`config.mk`:
```
export PLATFORM = sky130hd
export DESIGN_NAME = itrx_aib_phy_clk_mux_seq
export DESIGN_NICKNAME = d
export VERILOG_FILES = /design/src/rtl/itrx_aib_phy_clk_mux_seq_pkg.sv /design/src/rtl/itrx_aib_phy_clk_mux_seq_cnt.sv /design/src/rtl/itrx_aib_phy_clk_mux_seq.sv
export SDC_FILE = /design/constraint.sdc
export NUM_CORES = 1
export LEC_CHECK = 0
export BUFFER_PORTS_ARGS = -buffer_cell sky130_fd_sc_hd__buf_2
export CORE_ASPECT_RATIO = 1.75
export CORE_MARGIN = 10
export CORE_UTILIZATION = 51
export CTS_CLUSTER_SIZE = 8
export DETAILED_ROUTE_END_ITERATION = 8
export PLACE_DENSITY = 0.86
export SETUP_SLACK_MARGIN = 0.1
export SLEW_MARGIN = 0
export SYNTH_ARGS = -nofsm -noshare
export SYNTH_HDL_FRONTEND = slang
export SYNTH_HIERARCHICAL = 1
export SYNTH_SLANG_ARGS = --single-unit
```
`constraint.sdc`:
```
create_clock -name clk -period 2.5 [get_ports clk]
set_clock_uncertainty 0.15 [all_clocks]
set_input_delay 0.125 -clock clk [delete_from_list [all_inputs] [get_ports clk]]
set_output_delay 0.125 -clock clk [all_outputs]
set_load 0.02 [all_outputs]
```
`src/rtl/itrx_aib_phy_clk_mux_seq_pkg.sv`:
```
// Shared state encoding and constants for the AIB PHY clock-mux switch sequencer.
// Types only; carries no latency and no flow control.
package itrx_aib_phy_clk_mux_seq_pkg;

  typedef enum logic [2:0] {
    IDLE     = 3'd0,
    GATE_OFF = 3'd1,
    SWITCH   = 3'd2,
    GATE_ON  = 3'd3,
    DONE     = 3'd4
  } state_t;

  // A zero settle request still spends one cycle in each phase.
  localparam int SETTLE_MIN = 1;

endpackage

```
`src/rtl/itrx_aib_phy_clk_mux_seq_cnt.sv`:
```
// Loadable down-counter that saturates at zero; load wins over decrement.
// Zero flag reflects the registered count; no flow control.
module itrx_aib_phy_clk_mux_seq_cnt #(
  parameter int CNT_W = 8
) (
  input  logic             clk,
  input  logic             rst,
  input  logic             i_load,
  input  logic [CNT_W-1:0] i_load_val,
  input  logic             i_dec,
  output logic             o_zero
);

  logic [CNT_W-1:0] r_cnt;
  logic             w_zero;

  assign w_zero = (r_cnt == '0);
  assign o_zero = w_zero;

  always_ff @(posedge clk) begin
    if (rst) begin
      r_cnt <= '0;
    end else if (i_load) begin
      r_cnt <= i_load_val;
    end else if (i_dec && !w_zero) begin
      r_cnt <= r_cnt - CNT_W'(1);
    end
  end

endmodule

```
`src/rtl/itrx_aib_phy_clk_mux_seq.sv`:
```
// Glitch-free clock-switch sequencer: gate off old source, flip select, gate on new, N cycles each.
// All outputs registered; accept-to-ready is 3N+2 cycles; requests while busy are dropped.
module itrx_aib_phy_clk_mux_seq
  import itrx_aib_phy_clk_mux_seq_pkg::*;
#(
  parameter logic RESET_SEL = 1'b0,
  parameter int   CNT_W     = 8
) (
  input  logic             clk,
  input  logic             rst,
  input  logic             req_vld,
  input  logic             req_sel,
  output logic             req_rdy,
  input  logic [CNT_W-1:0] settle_cyc,
  output logic             msel,
  output logic             gate_en0,
  output logic             gate_en1,
  output logic             done,
  output logic             busy
);

  state_t           r_state;
  state_t           w_state_nxt;
  logic             r_msel;
  logic             r_gate_en0;
  logic             r_gate_en1;
  logic             r_done;
  logic             r_busy;
  logic             r_rdy;
  logic [CNT_W-1:0] r_nm1;

  logic             w_msel_nxt;
  logic             w_gate_en0_nxt;
  logic             w_gate_en1_nxt;
  logic             w_accept;
  logic [CNT_W-1:0] w_settle_nm1;
  logic             w_cnt_load;
  logic [CNT_W-1:0] w_cnt_load_val;
  logic             w_cnt_dec;
  logic             w_cnt_zero;

  assign w_accept     = req_vld && r_rdy;
  assign w_settle_nm1 = (settle_cyc < CNT_W'(SETTLE_MIN)) ? '0
                                                          : settle_cyc - CNT_W'(SETTLE_MIN);

  itrx_aib_phy_clk_mux_seq_cnt #(
    .CNT_W (CNT_W)
  ) u_cnt (
    .clk        (clk),
    .rst        (rst),
    .i_load     (w_cnt_load),
    .i_load_val (w_cnt_load_val),
    .i_dec      (w_cnt_dec),
    .o_zero     (w_cnt_zero)
  );

  always_comb begin
    w_state_nxt    = r_state;
    w_msel_nxt     = r_msel;
    w_gate_en0_nxt = r_gate_en0;
    w_gate_en1_nxt = r_gate_en1;
    w_cnt_load     = 1'b0;
    w_cnt_load_val = r_nm1;
    w_cnt_dec      = 1'b0;

    case (r_state)
      IDLE: begin
        if (w_accept) begin
          if (req_sel == r_msel) begin
            w_state_nxt = DONE;
          end else begin
            w_state_nxt    = GATE_OFF;
            w_cnt_load     = 1'b1;
            w_cnt_load_val = w_settle_nm1;
            if (r_msel) begin
              w_gate_en1_nxt = 1'b0;
            end else begin
              w_gate_en0_nxt = 1'b0;
            end
          end
        end
      end

      GATE_OFF: begin
        if (w_cnt_zero) begin
          w_state_nxt = SWITCH;
          w_msel_nxt  = ~r_msel;
          w_cnt_load  = 1'b1;
        end else begin
          w_cnt_dec = 1'b1;
        end
      end

      SWITCH: begin
        // Both enables are held low here so the select flip happens with no clock passing.
        w_gate_en0_nxt = 1'b0;
        w_gate_en1_nxt = 1'b0;
        if (w_cnt_zero) begin
          w_state_nxt = GATE_ON;
          w_cnt_load  = 1'b1;
          if (r_msel) begin
            w_gate_en1_nxt = 1'b1;
          end else begin
            w_gate_en0_nxt = 1'b1;
          end
        end else begin
          w_cnt_dec = 1'b1;
        end
      end

      GATE_ON: begin
        if (w_cnt_zero) begin
          w_state_nxt = DONE;
        end else begin
          w_cnt_dec = 1'b1;
        end
      end

      DONE: begin
        w_state_nxt = IDLE;
      end

      default: begin
        w_state_nxt = IDLE;
      end
    endcase
  end

  always_ff @(posedge clk) begin
    if (rst) begin
      r_state    <= IDLE;
      r_msel     <= RESET_SEL;
      r_gate_en0 <= ~RESET_SEL;
      r_gate_en1 <= RESET_SEL;
      r_done     <= 1'b0;
      r_busy     <= 1'b0;
      r_rdy      <= 1'b1;
      r_nm1      <= '0;
    end else begin
      r_state    <= w_state_nxt;
      r_msel     <= w_msel_nxt;
      r_gate_en0 <= w_gate_en0_nxt;
      r_gate_en1 <= w_gate_en1_nxt;
      r_done     <= (w_state_nxt == DONE);
      r_busy     <= (w_state_nxt != IDLE);
      r_rdy      <= (w_state_nxt == IDLE);
      if (w_accept) begin
        r_nm1 <= w_settle_nm1;
      end
    end
  end

  assign msel     = r_msel;
  assign gate_en0 = r_gate_en0;
  assign gate_en1 = r_gate_en1;
  assign done     = r_done;
  assign busy     = r_busy;
  assign req_rdy  = r_rdy;

endmodule

```
==> impl_metrics.csv, run 1 <==
group,metric,value,unit
status,status,"finished clean",
floorplan,die_h,91.2,um
yosys,synth_area_leaders,"dfxtp_1, a21oi_1, nand2_1",
detailed_routing,drc,0,
hold_path,hold_end,"r_nm1[0]",
setup_path,crit_chain,"inv_1 > ha_1 > inv_1 > nor4_4 > nor3_4 > or3b_2 > nor3_1 > mux2i_1 > a211oi_1",
setup_path,critPathMostFrequentCell,"inv_1",
floorplan,die_x,60.7,um
sta,relSlewSlack,62.3,%
global_route,grt_usage,13.0,%
sta,hold_violations,0,
setup_path,cp-start-kind,"register",
floorplan,initial_utilization,53.6,%
detailed_routing,vias,1355,
placed_design,portBuffers,17,
global_route,grt_pass1_vias,1393,
setup_path,r2r_start,"u_cnt/r_cnt[1]",
global_route,grt_max_degree,24,
detailed_routing,drt-total-wl,3.40,mm
detailed_routing,drtPass1Iterations,4,
clock_tree,cts_tree,"built",
setup_path,r2r_slack,0.19,ns
yosys,yosys_warnings,6,
clock_tree,cts_root_buf,"clkbuf_8",
global_route,antenna_found_initial,0,
yosys,synthAdderAreaFrac,2.54,%
clock_tree,ctsHoldBuffers,0,
clock_tree,clk_path_buf_depth,2,
setup_path,rr_worst_depth,9,
final_layout,layout-area-overhead-vs-synth,14.0,%
setup_path,r2r-end,"u_cnt/r_cnt[7]",
sta,fin_crit,2.31,ns
yosys,yosysSeqAreaShare,33.9,%
setup_path,slowest_delay,0.48,ns
setup_path,required,2.49,ns
yosys,synth_top_family_by_area,"simple AND/OR/NAND/NOR gates",
placed_design,place.gp.congestion,0.832,
yosys,async_flop_share,0,%
setup_path,worstPathArrival,2.30,ns
clock_tree,path_clk_slew,0.09,ns
yosys,synth_nets,193,
yosys,synth_top_area_share,33.9,%
hold_path,min_from,"settle_cyc[0]",
sta,setup_ws,0.190,ns
final_layout,utilization,61.1,%
final_layout,drive_gt1_share,25.3,%
sta,final-max-slew-violation-count,0,
pwr,totalPowerFinal,1.85,mW
setup_path,cp_max_fo,4,
sta,period_share,92.4,%
sta,setup-violations-final,0,
placed_design,hpwlAfterDp,2.60,mm
clock_tree,cts_buffers,3,
clock_tree,insertion_delay,0.27,ns
global_route,grt.overflow.total,0,
detailed_routing,via_per_inst,6.02,
detailed_routing,postRouteAntennaNets,0,
sta,rsz0062_at_grt,"yes",
floorplan,ios,18,
detailed_routing,drtIter0Drc,35,
floorplan,core_area,2750,um^2
final_layout,diodes,0,
pwr,ir_worst_vdd,0.000626,V
global_route,grt_pass1_wl,5.95,mm
placed_design,preCtsSetupSlack,0.0799,ns
yosys,synth_edf_count,0,
yosys,synth_compound_area_share,20.3,%
clock_tree,numClockSinks,25,
yosys,syn_inst,178,
sta,tightest_slew,0.558,ns
clock_tree,htree_num_levels,1,
yosys,avgSynthCellArea,8.29,um^2
yosys,dominantRegCellSynth,"dfxtp_1",
final_layout,fillerInstances,242,
yosys,synth_xor_area_share,5.93,%
detailed_routing,wl_per_cell,15.1,um
floorplan,fp.dieArea,5530,um^2
final_layout,layout.nets,214,
yosys,synth_top_area_cell,"dfxtp_1",
setup_path,criticalPathCategory,"reg -> reg",
yosys,synth.distinct_cells,52,
pwr,p_per_area,1100,nW/um^2
pwr,leakage,0.656,nW
yosys,syn_area,1480,um^2
flow_run,drv_cap,0,
floorplan,rows,25,
yosys,synth-seq-cells,25,
yosys,yosys.area_share.simple,27.8,%
hold_path,hp-class,"in -> reg",
hold_path,hold-path-cell-count,3,
sta,tns,0,ns
setup_path,crit_slowest_cell,"or3b_2",
yosys,muxShareOfSynthArea,3.64,%
sta,clock.fmax,433,MHz
setup_path,crit_path_end_kind,"register",
==> state kept, by name, indices dropped and copies added (netlist names) <==
signal       cells
r_nm1            8
busy             1
msel             1
req_rdy          1
gate_en1         1
u_cnt/r_cnt      8
done             1
gate_en0         1
r_state          3
==> cell usage in the layout (no fill, tap or decap), drive strengths merged, types with 4 or more instances in the layout <==
cell and instances:
o21ai 9, a211oi 5, clkbuf 4, inv 8
a21oi 16, nand2 20, dfxtp 25, buf 26
nor3 6, o31ai 5, xnor2 8, or3 4
or4 6, nor2 14
==> layer usage <==
metal	up-vias	global-route usage [%]	wire [um]	part of all wire, %
li1	677	-	-	-
met1	639	14.0	1340	39
met2	26	22.3	1850	54
met3	13	2.23	83	2.4
met4	0	6.99	121	3.6
met5	-	0	0	0
==> worst max-delay path by stage <==
stage | start | endpoint | slack [ns] | cells after the start
floorplan | u_cnt/r_cnt[0] | u_cnt/r_cnt[7] | 0.14 | 9
global placement | u_cnt/r_cnt[0] | u_cnt/r_cnt[7] | 0.13 | 9
detailed placement | u_cnt/r_cnt[1] | u_cnt/r_cnt[7] | 0.08 | 9
CTS | u_cnt/r_cnt[1] | u_cnt/r_cnt[7] | 0.12 | 9
global route | u_cnt/r_cnt[0] | u_cnt/r_cnt[7] | -0.007 | 9
finish | u_cnt/r_cnt[1] | u_cnt/r_cnt[7] | 0.19 | 9
==> cell usage after synthesis, types with 2 or more instances <==
master    number
o31ai_1        5
or4_1          3
or3_2          2
xnor2_1        8
nand2_1       20
or3b_2         2
nand3b_1       3
and2_1         2
xor2_1         2
or4_2          2
inv_1          8
o21ai_1        2
ha_1           3
nand4b_1       2
a311oi_1       2
a211oi_1       4
o21ai_2        2
a21oi_1       16
nand3_1        2
mux2_2         2
clkbuf_1       4
dfxtp_1       25
or3_1          2
mux2i_1        2
buf_2          3
nor3b_1        3
nor2_1        13
nor3_1         6
o21ai_0        5
==> cell type report <==
type | instances | area [um^2] | share of cell area [%]
clock buffers | 4 | 45.0 | 2.68
inverters | 9 | 35.0 | 2.08
multi-input cells | 134 | 916 | 54.4
flip-flops and latches | 25 | 500 | 29.7
well taps | 27 | 33.8 | 2.01
repair buffers | 26 | 153 | 9.07
==> through the flow <==
step | hold slack, ns | area [um^2] | cells
after floorplan | 0.153 | 1490 | 178
after global placement | 0.290 | 1610 | 219
after detailed placement | 0.298 | 1610 | 219
after CTS | 0.0308 | 1650 | 223
after global routing | 0.0510 | 1680 | 225
final | 0.0230 | 1680 | 225
==> worst max-delay path: cells and delay by family (launching register included) <==
family                     cells  cell delay (ns)
and+or+nand+nor                4             0.99
DFF                            1             0.38
muxes                          1             0.21
buffers and inverters          2             0.19
adders and majority gates      1             0.19
AOI/OAI and AO/OA              1             0.08
==> power breakdown <==
part	switching [mW]	total [mW]	internal (mW)
Sequential	0.102	0.603	0.500
Clock	0.131	0.245	0.114
Combinational	0.561	1.01	0.447
Total	0.794	1.85	1.06
==> cells by family after synthesis <==
| logic type | after synthesis |
|---|---|
| AOI/OAI and AO/OA | 44 |
| xor gates and xnor gates | 10 |
| adders and majority gates | 3 |
| buffers and inverters | 19 |
| DFF | 25 |
| muxes | 5 |
| and+or+nand+nor | 72 |
==> repair_timing <==
item	in CTS	in global routing
setup buffers	0	2
pin swaps	1	2
endpoints found under the hold margin	0	0
gates resized for setup	0	2
endpoints found under the setup margin	1	7
Note: power is estimated with default switching activity, not from simulation.
==> run 2: changes to the inputs <==
Settings changed: SYNTH_HIERARCHICAL 1 to not set.
==> impl_metrics.csv, run 2 <==
group,metric,value,unit
sta,relSlewSlack,66.9,%
final_layout,layout-area-overhead-vs-synth,13.6,%
pwr,leakage,0.650,nW
detailed_routing,vias,1413,
global_route,antenna_found_initial,0,
yosys,synth_top_area_share,35.0,%
sta,setup_ws,0.157,ns
clock_tree,htree_num_levels,1,
global_route,grt_pass1_wl,6.34,mm
clock_tree,insertion_delay,0.28,ns
yosys,syn_area,1430,um^2
yosys,dominantRegCellSynth,"dfxtp_1",
yosys,yosys_warnings,0,
clock_tree,numClockSinks,25,
global_route,grt_usage,14.6,%
detailed_routing,postRouteAntennaNets,0,
clock_tree,path_clk_slew,0.09,ns
sta,whs,0.0401,ns
placed_design,preCtsSetupSlack,0.103,ns
sta,setup-violations-final,0,
detailed_routing,drtPass1Iterations,4,
sta,tightest_slew,0.493,ns
yosys,synth_area_leaders,"dfxtp_1, nor2_1, a21oi_1",
final_layout,layout.nets,213,
final_layout,design_area,1630,um^2
detailed_routing,via_per_inst,6.28,
sta,hold_violations,0,
placed_design,place.gp.congestion,0.849,
sta,fin_crit,2.34,ns
sta,tns,0,ns
setup_path,worstPathArrival,2.37,ns
placed_design,portBuffers,17,
final_layout,layout_commonest_cell,"dfxtp_1",
detailed_routing,wl_per_cell,16.9,um
yosys,async_flop_share,0,%
floorplan,ios,18,
pwr,p_per_area,1250,nW/um^2
detailed_routing,drt-total-wl,3.81,mm
setup_path,slowest_delay,0.57,ns
final_layout,fillerInstances,259,
yosys,avgSynthCellArea,8.13,um^2
global_route,grt_pass1_vias,1424,
final_layout,drive_gt1_share,21.7,%
yosys,syn_inst,176,
clock_tree,cts_buffers,3,
hold_path,hp-class,"in -> reg",
final_layout,diodes,0,
floorplan,core_area,2690,um^2
sta,rsz0062_at_grt,"yes",
sta,period_share,93.7,%
clock_tree,clk_path_buf_depth,2,
yosys,synth-seq-cells,25,
flow_run,drv_cap,0,
clock_tree,cts_tree,"built",
pwr,ir_worst_vdd,0.000522,V
setup_path,crit_slowest_cell,"or4_4",
clock_tree,cts_root_buf,"clkbuf_8",
sta,clock.fmax,427,MHz
yosys,synth_most_common_cell,"dfxtp_1",
final_layout,top_regs,"r_nm1: 8 flops, u_cnt.r_cnt: 8 flops, r_state: 3 flops",
detailed_routing,drtIter0Drc,47,
floorplan,rows,25,
yosys,synth_nets,190,
floorplan,die_h,90.1,um
yosys,synth_edf_count,0,
floorplan,die_x,60.0,um
floorplan,fp.dieArea,5410,um^2
sta,final-max-slew-violation-count,0,
status,status,"finished clean",
yosys,yosysSeqAreaShare,35.0,%
clock_tree,post-cts-setup-buffers,0,
yosys,synth.distinct_cells,47,
setup_path,crit_chain,"or4_4 > or4b_4 > buf_4 > mux2i_1 > nand2_1 > a31o_2",
setup_path,required,2.53,ns
setup_path,cp-start-kind,"register",
yosys,synth_top_area_cell,"dfxtp_1",
placed_design,place_area,1560,um^2
floorplan,initial_utilization,53.2,%
setup_path,cp_max_fo,8,
setup_path,crit_path_end_kind,"register",
global_route,grt_max_degree,25,
detailed_routing,drc,0,
placed_design,hpwlAfterDp,2.67,mm
yosys,synth_common_cells,"dfxtp_1, nor2_1, nand2_1, a21oi_1, nor3_1",
final_layout,layout_common_cells,"dfxtp_1, nor2_1, buf_2",
global_route,grt.overflow.total,0,
setup_path,criticalPathCategory,"reg -> reg",
run 2: changes by cell type after synthesis, sizes merged, moves of 3 or more:
cell	change
clkbuf	+4
nor3	+3
nor2	+8
buf	-5
xor2	+3
o31ai	-5
nand2	-4
run 2: per-stage QoR:
stage	power (mW)	cells	util, %
2_1_floorplan	1.42	176	-
3_5_place_dp	1.68	221	58.1
3_3_place_gp	1.66	221	58.1
5_1_grt	2.19	225	60.4
4_1_cts	1.96	225	60.0
6_report	2.03	225	60.4
run 2: report_power, final:
part,internal [mW],switching (mW),leakage [nW]
logic,0.544,0.614,0.421
clock network,0.114,0.134,0.0228
registers,0.513,0.114,0.206
run 2: metal layers:
layer	GRT usage, %	vias to the layer above	wire length [um]
met5	0	-	0
met4	9.77	0	164
met3	4.51	17	268
met2	25.2	53	1960
met1	13.7	660	1410
li1	-	683	-
run 2: final cells by class:
class / count / area (um^2) / share of cell area [%]
multi-input combinational: 135 / 860 / 52.9
timing repair buffer: 27 / 160 / 9.85
inverter: 7 / 26.3 / 1.62
sequential: 25 / 500 / 30.8
clock buffer: 4 / 45.0 / 2.77
tap: 27 / 33.8 / 2.08
run 2: path summary, 6_finish.rpt:
kind                   from              to  slack (ns)  depth (start not counted)
max          u_cnt.r_cnt[4]  u_cnt.r_cnt[5]        0.16                          6
min           settle_cyc[0]        r_nm1[0]        0.04                          4
max reg2reg  u_cnt.r_cnt[4]  u_cnt.r_cnt[5]        0.16                          6
min reg2reg        r_nm1[0]        r_nm1[0]        0.32                          2
run 2: critical path: cells and delay by family (launching register included):
kind	cells	cell delay (ns)
compound gates	1	0.24
buf+inv	1	0.19
flops	1	0.34
mux	1	0.15
simple gates	3	1.19
run 2: kinds of logic after synthesis:
logic type,share of synthesized area (%)
and+or+nand+nor,28.1
AOI/OAI and AO/OA,19.2
DFF,35.0
buffers and inverters,6.12
xor gates and xnor gates,6.74
muxes,3.15
adders and majority gates,1.75
run 2: repair_timing:
action                                  in CTS  in global routing
endpoints found under the setup margin       3                  4
hold buffers                                 0                  0
pin swaps                                    0                  1
gates resized for setup                      2                  5
